File: src/rtl/apb_ram_slave_if.sv
// ---------------------------------------------------------------------------
// apb_ram_slave_if
// APB bus bundle for the apb_ram_slave word RAM.
//
// Signals (named after the APB bus):
//   PSEL     slave select
//   PENABLE  access-phase indicator
//   PWRITE   1 = write, 0 = read
//   PADDR    32-bit byte address
//   PWDATA   32-bit write data
//   PSTRB    byte-lane write strobes, PSTRB[n] qualifies PWDATA[8n+7:8n]
//   PPROT    protection attributes
//   PRDATA   read data (slave -> master)
//   PREADY   transfer complete (slave -> master)
//   PSLVERR  error response, only meaningful while PREADY=1
//
// Modports: master drives the request side, slave drives the response side.
// ---------------------------------------------------------------------------
interface apb_ram_slave_if;
  logic        PSEL;
  logic        PENABLE;
  logic        PWRITE;
  logic [31:0] PADDR;
  logic [31:0] PWDATA;
  logic [3:0]  PSTRB;
  logic [2:0]  PPROT;
  logic [31:0] PRDATA;
  logic        PREADY;
  logic        PSLVERR;

  modport master (
    output PSEL, PENABLE, PWRITE, PADDR, PWDATA, PSTRB, PPROT,
    input  PRDATA, PREADY, PSLVERR
  );

  modport slave (
    input  PSEL, PENABLE, PWRITE, PADDR, PWDATA, PSTRB, PPROT,
    output PRDATA, PREADY, PSLVERR
  );
endinterface

File: src/rtl/apb_ram_slave.sv
// ---------------------------------------------------------------------------
// apb_ram_slave
// APB slave fronting a DEPTH x 32-bit RAM with byte strobes and a
// programmable number of wait states per transfer.
//
// Parameters:
//   DEPTH        number of 32-bit words (power of two, 4..1024)
//   WAIT_CYCLES  wait states per transfer (0..15); a transfer has
//                WAIT_CYCLES+1 access cycles
//
// Ports:
//   PCLK       bus clock, rising edge
//   PRESETn    asynchronous active-low reset
//   apb        APB bus (slave modport)
//   dbg_state  current FSM state (0 = IDLE, 1 = WAIT, 2 = READY)
//   dbg_prot   PPROT latched at the last setup phase
//
// Optional feature (macro APB_RAM_PROT_CHECK_EN): non-secure writes
// (PPROT[1]=1) to the upper half of the RAM are answered with an error.
//
// Handshake: a setup phase is any rising edge with PSEL=1, PENABLE=0, in any
// state; it restarts the FSM. A transfer completes on the edge where PSEL=1,
// PENABLE=1 and PREADY=1. Dropping PSEL in WAIT or READY aborts the transfer
// without touching the RAM. PRDATA/PSLVERR are zero whenever PREADY=0.
// ---------------------------------------------------------------------------
module apb_ram_slave #(
  parameter int DEPTH       = 64,
  parameter int WAIT_CYCLES = 1
) (
  input  logic             PCLK,
  input  logic             PRESETn,
  apb_ram_slave_if.slave   apb,
  output logic [1:0]       dbg_state,
  output logic [2:0]       dbg_prot
);

  localparam int AW = $clog2(DEPTH);

  typedef enum logic [1:0] {
    ST_IDLE  = 2'd0,
    ST_WAIT  = 2'd1,
    ST_READY = 2'd2
  } state_t;

  state_t state;
  state_t next_state;

  logic [31:0]   mem [DEPTH];

  // Transfer context captured at the setup phase
  logic [3:0]    cnt;
  logic [AW-1:0] idx_q;
  logic          wr_q;
  logic [31:0]   wdata_q;
  logic [3:0]    strb_q;
  logic [2:0]    prot_q;
  logic          err_q;

  logic          setup;
  logic          access;
  logic [AW-1:0] addr_idx;
  logic          err_in;

  // Next values of the registered response outputs
  logic [AW-1:0] rd_idx;
  logic          rd_err;
  logic          rd_wr;
  logic          ready_d;
  logic          slverr_d;
  logic [31:0]   rdata_d;
  logic          ram_we;

  assign setup    = apb.PSEL & ~apb.PENABLE;
  assign access   = apb.PSEL &  apb.PENABLE;
  assign addr_idx = apb.PADDR[AW+1:2];

  assign dbg_state = state;
  assign dbg_prot  = prot_q;

  // Error decode on the live bus; it is only consumed at a setup phase.
  always_comb begin
    err_in = (apb.PADDR[1:0] != 2'b00) ||
             ({2'b00, apb.PADDR[31:2]} >= 32'(DEPTH));
`ifdef APB_RAM_PROT_CHECK_EN
    if (apb.PWRITE && apb.PPROT[1] &&
        ({2'b00, apb.PADDR[31:2]} >= 32'(DEPTH / 2)))
      err_in = 1'b1;
`endif
  end

  // ---------------- state register ----------------
  always_ff @(posedge PCLK or negedge PRESETn) begin
    if (!PRESETn) state <= ST_IDLE;
    else          state <= next_state;
  end

  // ---------------- next-state logic ----------------
  always_comb begin
    next_state = state;
    if (setup) begin
      next_state = (WAIT_CYCLES == 0) ? ST_READY : ST_WAIT;
    end else begin
      case (state)
        ST_IDLE:  next_state = ST_IDLE;
        ST_WAIT: begin
          if (!apb.PSEL)
            next_state = ST_IDLE;
          else if (apb.PENABLE && (cnt <= 4'd1))
            next_state = ST_READY;
        end
        // READY lasts one cycle: it either completes (PENABLE=1) or aborts.
        ST_READY: if (!apb.PSEL || apb.PENABLE) next_state = ST_IDLE;
        default:  next_state = ST_IDLE;
      endcase
    end
  end

  // ---------------- output logic ----------------
  // With WAIT_CYCLES=0 READY is entered on the setup edge itself, before the
  // context registers hold the new transfer, so use the live bus values then.
  always_comb begin
    rd_idx   = setup ? addr_idx   : idx_q;
    rd_err   = setup ? err_in     : err_q;
    rd_wr    = setup ? apb.PWRITE : wr_q;
    ready_d  = (next_state == ST_READY);
    slverr_d = ready_d && rd_err;
    rdata_d  = 32'd0;
    if (ready_d && !rd_wr && !rd_err)
      rdata_d = mem[rd_idx];
    ram_we   = (state == ST_READY) && access && wr_q && !err_q;
  end

  always_ff @(posedge PCLK or negedge PRESETn) begin
    if (!PRESETn) begin
      apb.PREADY  <= 1'b0;
      apb.PSLVERR <= 1'b0;
      apb.PRDATA  <= 32'd0;
    end else begin
      apb.PREADY  <= ready_d;
      apb.PSLVERR <= slverr_d;
      apb.PRDATA  <= rdata_d;
    end
  end

  // ---------------- transfer context and wait counter ----------------
  always_ff @(posedge PCLK or negedge PRESETn) begin
    if (!PRESETn) begin
      cnt     <= 4'd0;
      idx_q   <= '0;
      wr_q    <= 1'b0;
      wdata_q <= 32'd0;
      strb_q  <= 4'd0;
      prot_q  <= 3'd0;
      err_q   <= 1'b0;
    end else if (setup) begin
      cnt     <= 4'(WAIT_CYCLES);
      idx_q   <= addr_idx;
      wr_q    <= apb.PWRITE;
      wdata_q <= apb.PWDATA;
      strb_q  <= apb.PSTRB;
      prot_q  <= apb.PPROT;
      err_q   <= err_in;
    end else if ((state == ST_WAIT) && access && (cnt != 4'd0)) begin
      cnt <= cnt - 4'd1;
    end else if (next_state == ST_IDLE) begin
      cnt <= 4'd0;
    end
  end

  // ---------------- RAM (not reset) ----------------
  always_ff @(posedge PCLK) begin
    if (ram_we) begin
      for (int b = 0; b < 4; b++) begin
        if (strb_q[b]) mem[idx_q][8*b +: 8] <= wdata_q[8*b +: 8];
      end
    end
  end

endmodule

File: src/flat_wrapper.sv
// flat-port wrapper written by rule: the top's interface ports become plain ports
module apb_ram_slave_flat 
#(
  parameter int DEPTH       = 64,
  parameter int WAIT_CYCLES = 1
)
  (PCLK, PRESETn, dbg_state, dbg_prot, apb_PSEL, apb_PENABLE, apb_PWRITE, apb_PADDR, apb_PWDATA, apb_PSTRB, apb_PPROT, apb_PRDATA, apb_PREADY, apb_PSLVERR);
  apb_ram_slave_if apb_i ();
  input  logic PCLK;
  input  logic PRESETn;
  output logic [1:0] dbg_state;
  output logic [2:0] dbg_prot;
  input wire logic [$bits(apb_i.PSEL)-1:0] apb_PSEL;
  input wire logic [$bits(apb_i.PENABLE)-1:0] apb_PENABLE;
  input wire logic [$bits(apb_i.PWRITE)-1:0] apb_PWRITE;
  input wire logic [$bits(apb_i.PADDR)-1:0] apb_PADDR;
  input wire logic [$bits(apb_i.PWDATA)-1:0] apb_PWDATA;
  input wire logic [$bits(apb_i.PSTRB)-1:0] apb_PSTRB;
  input wire logic [$bits(apb_i.PPROT)-1:0] apb_PPROT;
  output wire logic [$bits(apb_i.PRDATA)-1:0] apb_PRDATA;
  output wire logic [$bits(apb_i.PREADY)-1:0] apb_PREADY;
  output wire logic [$bits(apb_i.PSLVERR)-1:0] apb_PSLVERR;
  assign apb_i.PSEL = apb_PSEL;
  assign apb_i.PENABLE = apb_PENABLE;
  assign apb_i.PWRITE = apb_PWRITE;
  assign apb_i.PADDR = apb_PADDR;
  assign apb_i.PWDATA = apb_PWDATA;
  assign apb_i.PSTRB = apb_PSTRB;
  assign apb_i.PPROT = apb_PPROT;
  assign apb_PRDATA = apb_i.PRDATA;
  assign apb_PREADY = apb_i.PREADY;
  assign apb_PSLVERR = apb_i.PSLVERR;
  apb_ram_slave #(.DEPTH(DEPTH), .WAIT_CYCLES(WAIT_CYCLES)) u_core (.PCLK(PCLK), .PRESETn(PRESETn), .apb(apb_i), .dbg_state(dbg_state), .dbg_prot(dbg_prot));
endmodule
File: config.mk
export PLATFORM = sky130hd
export DESIGN_NAME = apb_ram_slave_flat
export DESIGN_NICKNAME = d
export VERILOG_FILES = /design/src/rtl/apb_ram_slave_if.sv /design/src/rtl/apb_ram_slave.sv /design/src/flat_wrapper.sv
export SDC_FILE = /design/constraint.sdc
export NUM_CORES = 2
export LEC_CHECK = 0
export ABC_AREA = 1
export BUFFER_PORTS_ARGS = -buffer_cell sky130_fd_sc_hd__buf_2
export CORE_MARGIN = 1
export CORE_UTILIZATION = 50
export CTS_BUF_LIST = sky130_fd_sc_hd__clkbuf_16
export DETAILED_ROUTE_END_ITERATION = 16
export PLACE_DENSITY = 0.68
export SETUP_SLACK_MARGIN = 0.05
export SLEW_MARGIN = 20
export SYNTH_ARGS = -nofsm -noshare
export SYNTH_HDL_FRONTEND = slang
export SYNTH_SLANG_ARGS = --single-unit
export TNS_END_PERCENT = 20
File: constraint.sdc
create_clock -name PCLK -period 2 [get_ports PCLK]
set_input_delay 0.3 -clock PCLK [delete_from_list [all_inputs] [get_ports PCLK]]
set_output_delay 0.3 -clock PCLK [all_outputs]
set_load 0.02 [all_outputs]
Yosys cells after proc, flatten, opt, wreduce, memory -nomap -nowiden
Memories as Yosys holds them, arrays and structs flattened. Cells that the tools add are included.

Register bits: 87. RAM bits: 2048. Output and inout port bits: 39. Logic and storage cells: 64. Memories kept: 1.

Add/sub/neg operators: 1. Order comparisons: 2. Eq/ne operators: 3. Muxes and demuxes: 24. Bitwise gates (word level): 3. Reduce and logical (&&, ||, !) cells: 19.

Memory list: u_core.mem (words 64, bits a word 32, rd ports 1, clocked after Yosys merged registers in 0, wr ports 1, RTL line apb_ram_slave.sv:48) `logic [31:0] mem [DEPTH];`.

Operators by type and width (count): $mux 32 (1); $ge 30x7->1 const B (1); $mux 1 (14); $mux 4 (3); $logic_and 1x1->1 (9); $mux 2 (4); $mux 6 (1); $eq 2x2->1 const B (2); $le 4x1->1 const B (1); $logic_not 1->1 (4); $pmux 2 s2 (1); $reduce_bool 4->1 (1); $sub 4x1->4 const B (1); $reduce_bool 3->1 (1); $and 1x1->1 (2); $eq 2x1->1 const B (1); $logic_not 2->1 (1); $logic_or 1x1->1 (2); $reduce_bool 2->1 (1); $not 1->1 (1).

Longest topological paths before layout
Word-level depth: 10. Mapped depth: 15. Gate-level depth less buffers: 12.

Worst setup path before layout
OpenSTA, ideal clock, no wires.

Path kind: register to register. From: register u_core.state[0], in the netlist u_core.dbg_state[0]. To: memory u_core.mem[10][0] (enable). Setup time: 0.370 ns. Arrival time: 1.864 ns. Required time: 1.630 ns. Setup slack: -0.234 ns. Stages on the path, launching flop included: 8. Buffers on the path: 1. Cells stage by stage: dfrtp_1 > inv_1 > ha_1 > nand3_1 > nor3_1 > nand2_1 > clkbuf_1 > nor2_1.

Longest elaborated chain between the ends: 6.

Ends and longest elaborated chain: start: declaration (RTL line apb_ram_slave.sv:45) `state_t state;`; start signal: assignment (RTL line apb_ram_slave.sv:94) `else state <= next_state;`; $eq 2x2->1 (RTL line apb_ram_slave.sv:130) `ram_we = (state == ST_READY) && access && wr_q && !err_q;`; $logic_and 1x1->1 (3 in series) (RTL line apb_ram_slave.sv:130); $mux 1 (RTL line apb_ram_slave.sv:172) `if (ram_we) begin`; $mux 1 (implied by the code) (RTL line apb_ram_slave.sv:174) `if (strb_q[b]) mem[idx_q][8*b +: 8] <= wdata_q[8*b +: 8];`; end: declaration (RTL line apb_ram_slave.sv:48).

No other way between the ends.

Final worst setup path
From: register u_core.idx_q[0]. To: register u_core.apb.PRDATA[25].

Longest elaborated chain between the ends: 3.

Ends and longest elaborated chain: start: declaration (RTL line apb_ram_slave.sv:52) `logic [AW-1:0] idx_q;`; start signal: assignment (RTL line apb_ram_slave.sv:157) `idx_q <= addr_idx;`; $mux 6 (RTL line apb_ram_slave.sv:122) `rd_idx = setup ? addr_idx : idx_q;`; $mem_v2 64x32; $mux 32 (RTL line apb_ram_slave.sv:128) `if (ready_d && !rd_wr && !rd_err)`; net u_core.rdata_d[25] (RTL line apb_ram_slave.sv:70) `logic [31:0] rdata_d;`; end signal: assignment (RTL line apb_ram_slave.sv:141) `apb.PRDATA <= rdata_d;`; end: declaration (RTL line apb_ram_slave_if.sv:38) `output PRDATA, PREADY, PSLVERR`.

The timed path passes the listed nets, and every way through them passes these cells. A chain may end at the register's enable or synchronous reset.

==> reports/summary.md <==
The overall power after layout was 107000 µW. Setup repair after global routing could not meet its margin everywhere. After detailed routing, the number of remaining DRC violations is 0.

The run gives -297 ps as the setup slack after layout. The H-tree generated during clock tree synthesis spans 4 levels. The checks that failed: setup timing. For this run, the post-layout net count is 8170. The first routing iteration left 8905 violations. Data arrives at the worst endpoint at 3060 ps. The register bit count reported by yosys works out to 2135. OpenSTA, run right after detailed placement, puts the worst setup slack at -622 ps.

The floorplan die height is 418 µm, and the number of top-level pins is 115. The count of TritonRoute iterations in the first routing pass is 7. The run gives 37.9 ps as the final worst clock skew. The required time at the endpoint of the critical path was 2760 ps. The tools report the global routing usage summed across all routing layers as 30.1%. Clock edge transition at the registers on the reported setup and hold paths: 70 ps. Number of nets in the synthesized netlist: 7341. The floorplan has 152 rows.

The actual transition at the worst max-transition pin is 819 ps, and the chip width is 418 µm. After synthesis, flip-flops and latches occupy 73.6% of the total area. The wire length per cell is 25.5 µm, and the async set or reset register ratio after synthesis is 4.07%.

The number of vias after detailed routing was 63000; the port buffer count was 114. Power spread over the standard cell area amounts to 987 mW/mm². For the buffer levels on the longest clock path, the log shows 3. The later pin in the worst-skew pair is clocked with a latency of 890 ps. Max-cap violations in this run came to 0. For this configuration, the core starts out at a cell density of 50.4%. Clock tree root buffer cell: clkbuf_16. The worst pin sits at a relative slew slack of 45.4%.

During synthesis, Yosys emitted a total of 0 warnings. The tools report the area of the core region as 0.172 mm². Once detailed placement completed, the half-perimeter wirelength came to 164000 µm. Entering global routing, the biggest net connects 66 pins. The tools report the category of the worst setup path capture point as a flop. The tools report the number of global-route vias before repair as 60000. The logs give 388000 µm for the wire length of the first global-routing pass and 0.963 for the final weighted congestion of routability-driven global placement. The tools report the aggregate routed wire length as 270000 µm. The smallest clock period supported by the final layout is computed as 2300 ps. TritonCTS built the clock tree. The initial antenna violation count was 6; the total count of hold-check failures in the final report was 0. The unique cell type count in the Yosys netlist is 29, and the share of post-route cells with drive strength above 1 is 21.7%. The run finished, with violations left. Using the TritonRoute via totals, the vias-per-cell ratio works out to 5.95. After synthesis the cells add up to 0.0865 mm². Of all nets on the critical path, the largest fanout is 8.

Dividing the final minimum period by the clock period gives 115%. The run gives 0.175 mm² as the die outline area. The synthesized design contains 2048 enable-type register cells. Setup violations remaining at the end of the flow were counted as 2048. The kind of critical path was flop to flop. The remaining antenna violation count is 0. After technology mapping, the gate count stands at 7260. Averaged over all synthesized cells, the footprint is 11.9 µm². The worst setup path is launched from a flop. In this run the static leakage power is 0.0395 µW.

For the remaining global-route overflow, the log shows 0. The number of clock buffers added by TritonCTS is 206. Derived from the worst setup path, the maximum achievable clock frequency is 435 MHz.

The area growth from synthesis to final layout is 25.2%, and the largest vdd supply drop is 0.00103 V. The path type of the worst min-delay path is input pin to flop. For the max-slew violation count, the log shows 0. In the synthesized netlist the dominant register cell turns out to be edfxtp_1. Counting every sink on the clock net gives 2135.
[where the power goes]
group,internal [µW],total (µW),switching (µW),leakage [µW]
logic,6470,17300,10900,0.0165
clock network,21300,38300,17000,0.00350
registers,50500,51200,689,0.0195
[stage by stage]
step	util [%]	area, µm²	std cells	hold WS, ps	TNS (ps)
after floorplan	-	86600	7260	4.41	-236620
after global placement	56.4	96900	10000	156	-40620
after detailed placement	56.4	96900	10000	157	-60920
after CTS	61.9	106000	10500	32.3	-45470
after global routing	63.1	108000	10600	52.4	-318670
final	63.1	108000	10600	65.5	-198610
[state kept, by name (all words and copies together) (netlist names)]
| signal | count |
|---|---|
| u_core.strb_q | 4 |
| u_core.wr_q | 1 |
| u_core.cnt | 4 |
| u_core.apb.PREADY | 1 |
| u_core.wdata_q | 32 |
| u_core.apb.PSLVERR | 1 |
| u_core.idx_q | 6 |
| u_core.dbg_state | 2 |
| u_core.err_q | 1 |
| u_core.apb.PRDATA | 32 |
| u_core.dbg_prot | 3 |
| u_core.mem | 2048 |
[final timing paths]
kind	slack, ps	start	depth (start not counted)	end
setup / recovery	-300	u_core.idx_q[0]$_DFF_PN0_	14	u_core.apb.PRDATA[25]$_DFF_PN0_
hold / removal	70	apb_PADDR[6]	3	u_core.idx_q[4]$_DFF_PN0_
setup reg to reg	-300	u_core.idx_q[0]$_DFF_PN0_	14	u_core.apb.PRDATA[25]$_DFF_PN0_
hold reg to reg	510	u_core.dbg_prot[0]$_DFFE_PN0P_	1	u_core.dbg_prot[0]$_DFFE_PN0P_
max in group asynchronous	550	PRESETn	4	u_core.wdata_q[28]$_DFFE_PN0P_
min in group asynchronous	560	PRESETn	4	u_core.cnt[2]$_DFFE_PN0P_
[routing by layer]
| layer | routed length [µm] | GRT usage (%) | vias to the layer above |
|---|---|---|---|
| met5 | 23 | 0 | - |
| met4 | 14500 | 14.7 | 4 |
| met3 | 29000 | 6.38 | 664 |
| met2 | 126000 | 47.1 | 3887 |
| met1 | 101000 | 40.1 | 30900 |
| li1 | - | - | 27600 |
[worst max-delay path: stages, from the launching register on]
cell,delay (ps)
dfrtp_1,410
buf_6,140
nand2_8,110
nand2_8,150
buf_12,190
clkbuf_16,170
buf_12,140
nand2_1,50
nand3_1,80
nand3_1,160
nand3_2,120
nand2_1,100
nor2_1,60
nor2_1,170
nor2_1,90
[kinds of logic (layout without fill, tap and decap cells)]
group,count (synthesis),count (layout),synth area share (%)
other,0,5,0
buffers and inverters,514,1524,2.80
muxes,39,39,0.508
DFF,2135,2135,73.6
adders and majority gates,5,5,0.0723
AOI/OAI and AO/OA,16,16,0.111
and+or+nand+nor,4549,4550,22.9
xor gates and xnor gates,2,2,0.0203
[Yosys cell counts (all sizes together) (5+ instances only)]
master | number | area, µm²
or2 | 5 | 31.3
nand3 | 2114 | 10600
clkbuf | 115 | 432
nand2 | 2040 | 7680
dfrtp | 87 | 2180
edfxtp | 2048 | 61500
mux2 | 39 | 439
o21ai | 11 | 62.6
nor2 | 367 | 1380
nor3 | 19 | 95.1
inv | 20 | 75.1
ha | 5 | 62.6
buf | 379 | 1910
[cell usage in the layout, fill, tap and decap left out, types with 50 or more instances in the layout]
master,n
inv_1,73
buf_2,112
clkbuf_16,228
nor2_2,50
nand3_2,213
dfrtp_1,52
nor2_1,288
nand2_1,1994
nand3_1,1895
edfxtp_1,2048
buf_6,77
buf_12,217
buf_4,584
[cell type report]
class / instances / area, µm²
Clock inverter: 183 / 1490
Tap cell: 2310 / 2890
Inverter: 20 / 87.6
Timing Repair Buffer: 1114 / 12700
Multi-Input combinational cell: 4612 / 22200
Fill cell: 12400 / 63400
Sequential cell: 2135 / 63700
Clock buffer: 207 / 5180
Antenna cell: 5 / 12.5
[repair_timing]
action / CTS / global route
hold buffers: 46 / 0
setup endpoints to repair: 1832 / 2085
buffers inserted: 46 / 21
resized for setup: 249 / 280
gates cloned: 33 / 25
endpoints found under the hold margin: 131 / 0
pin swaps: 38 / 66
(Power assumes the default switching activity.)
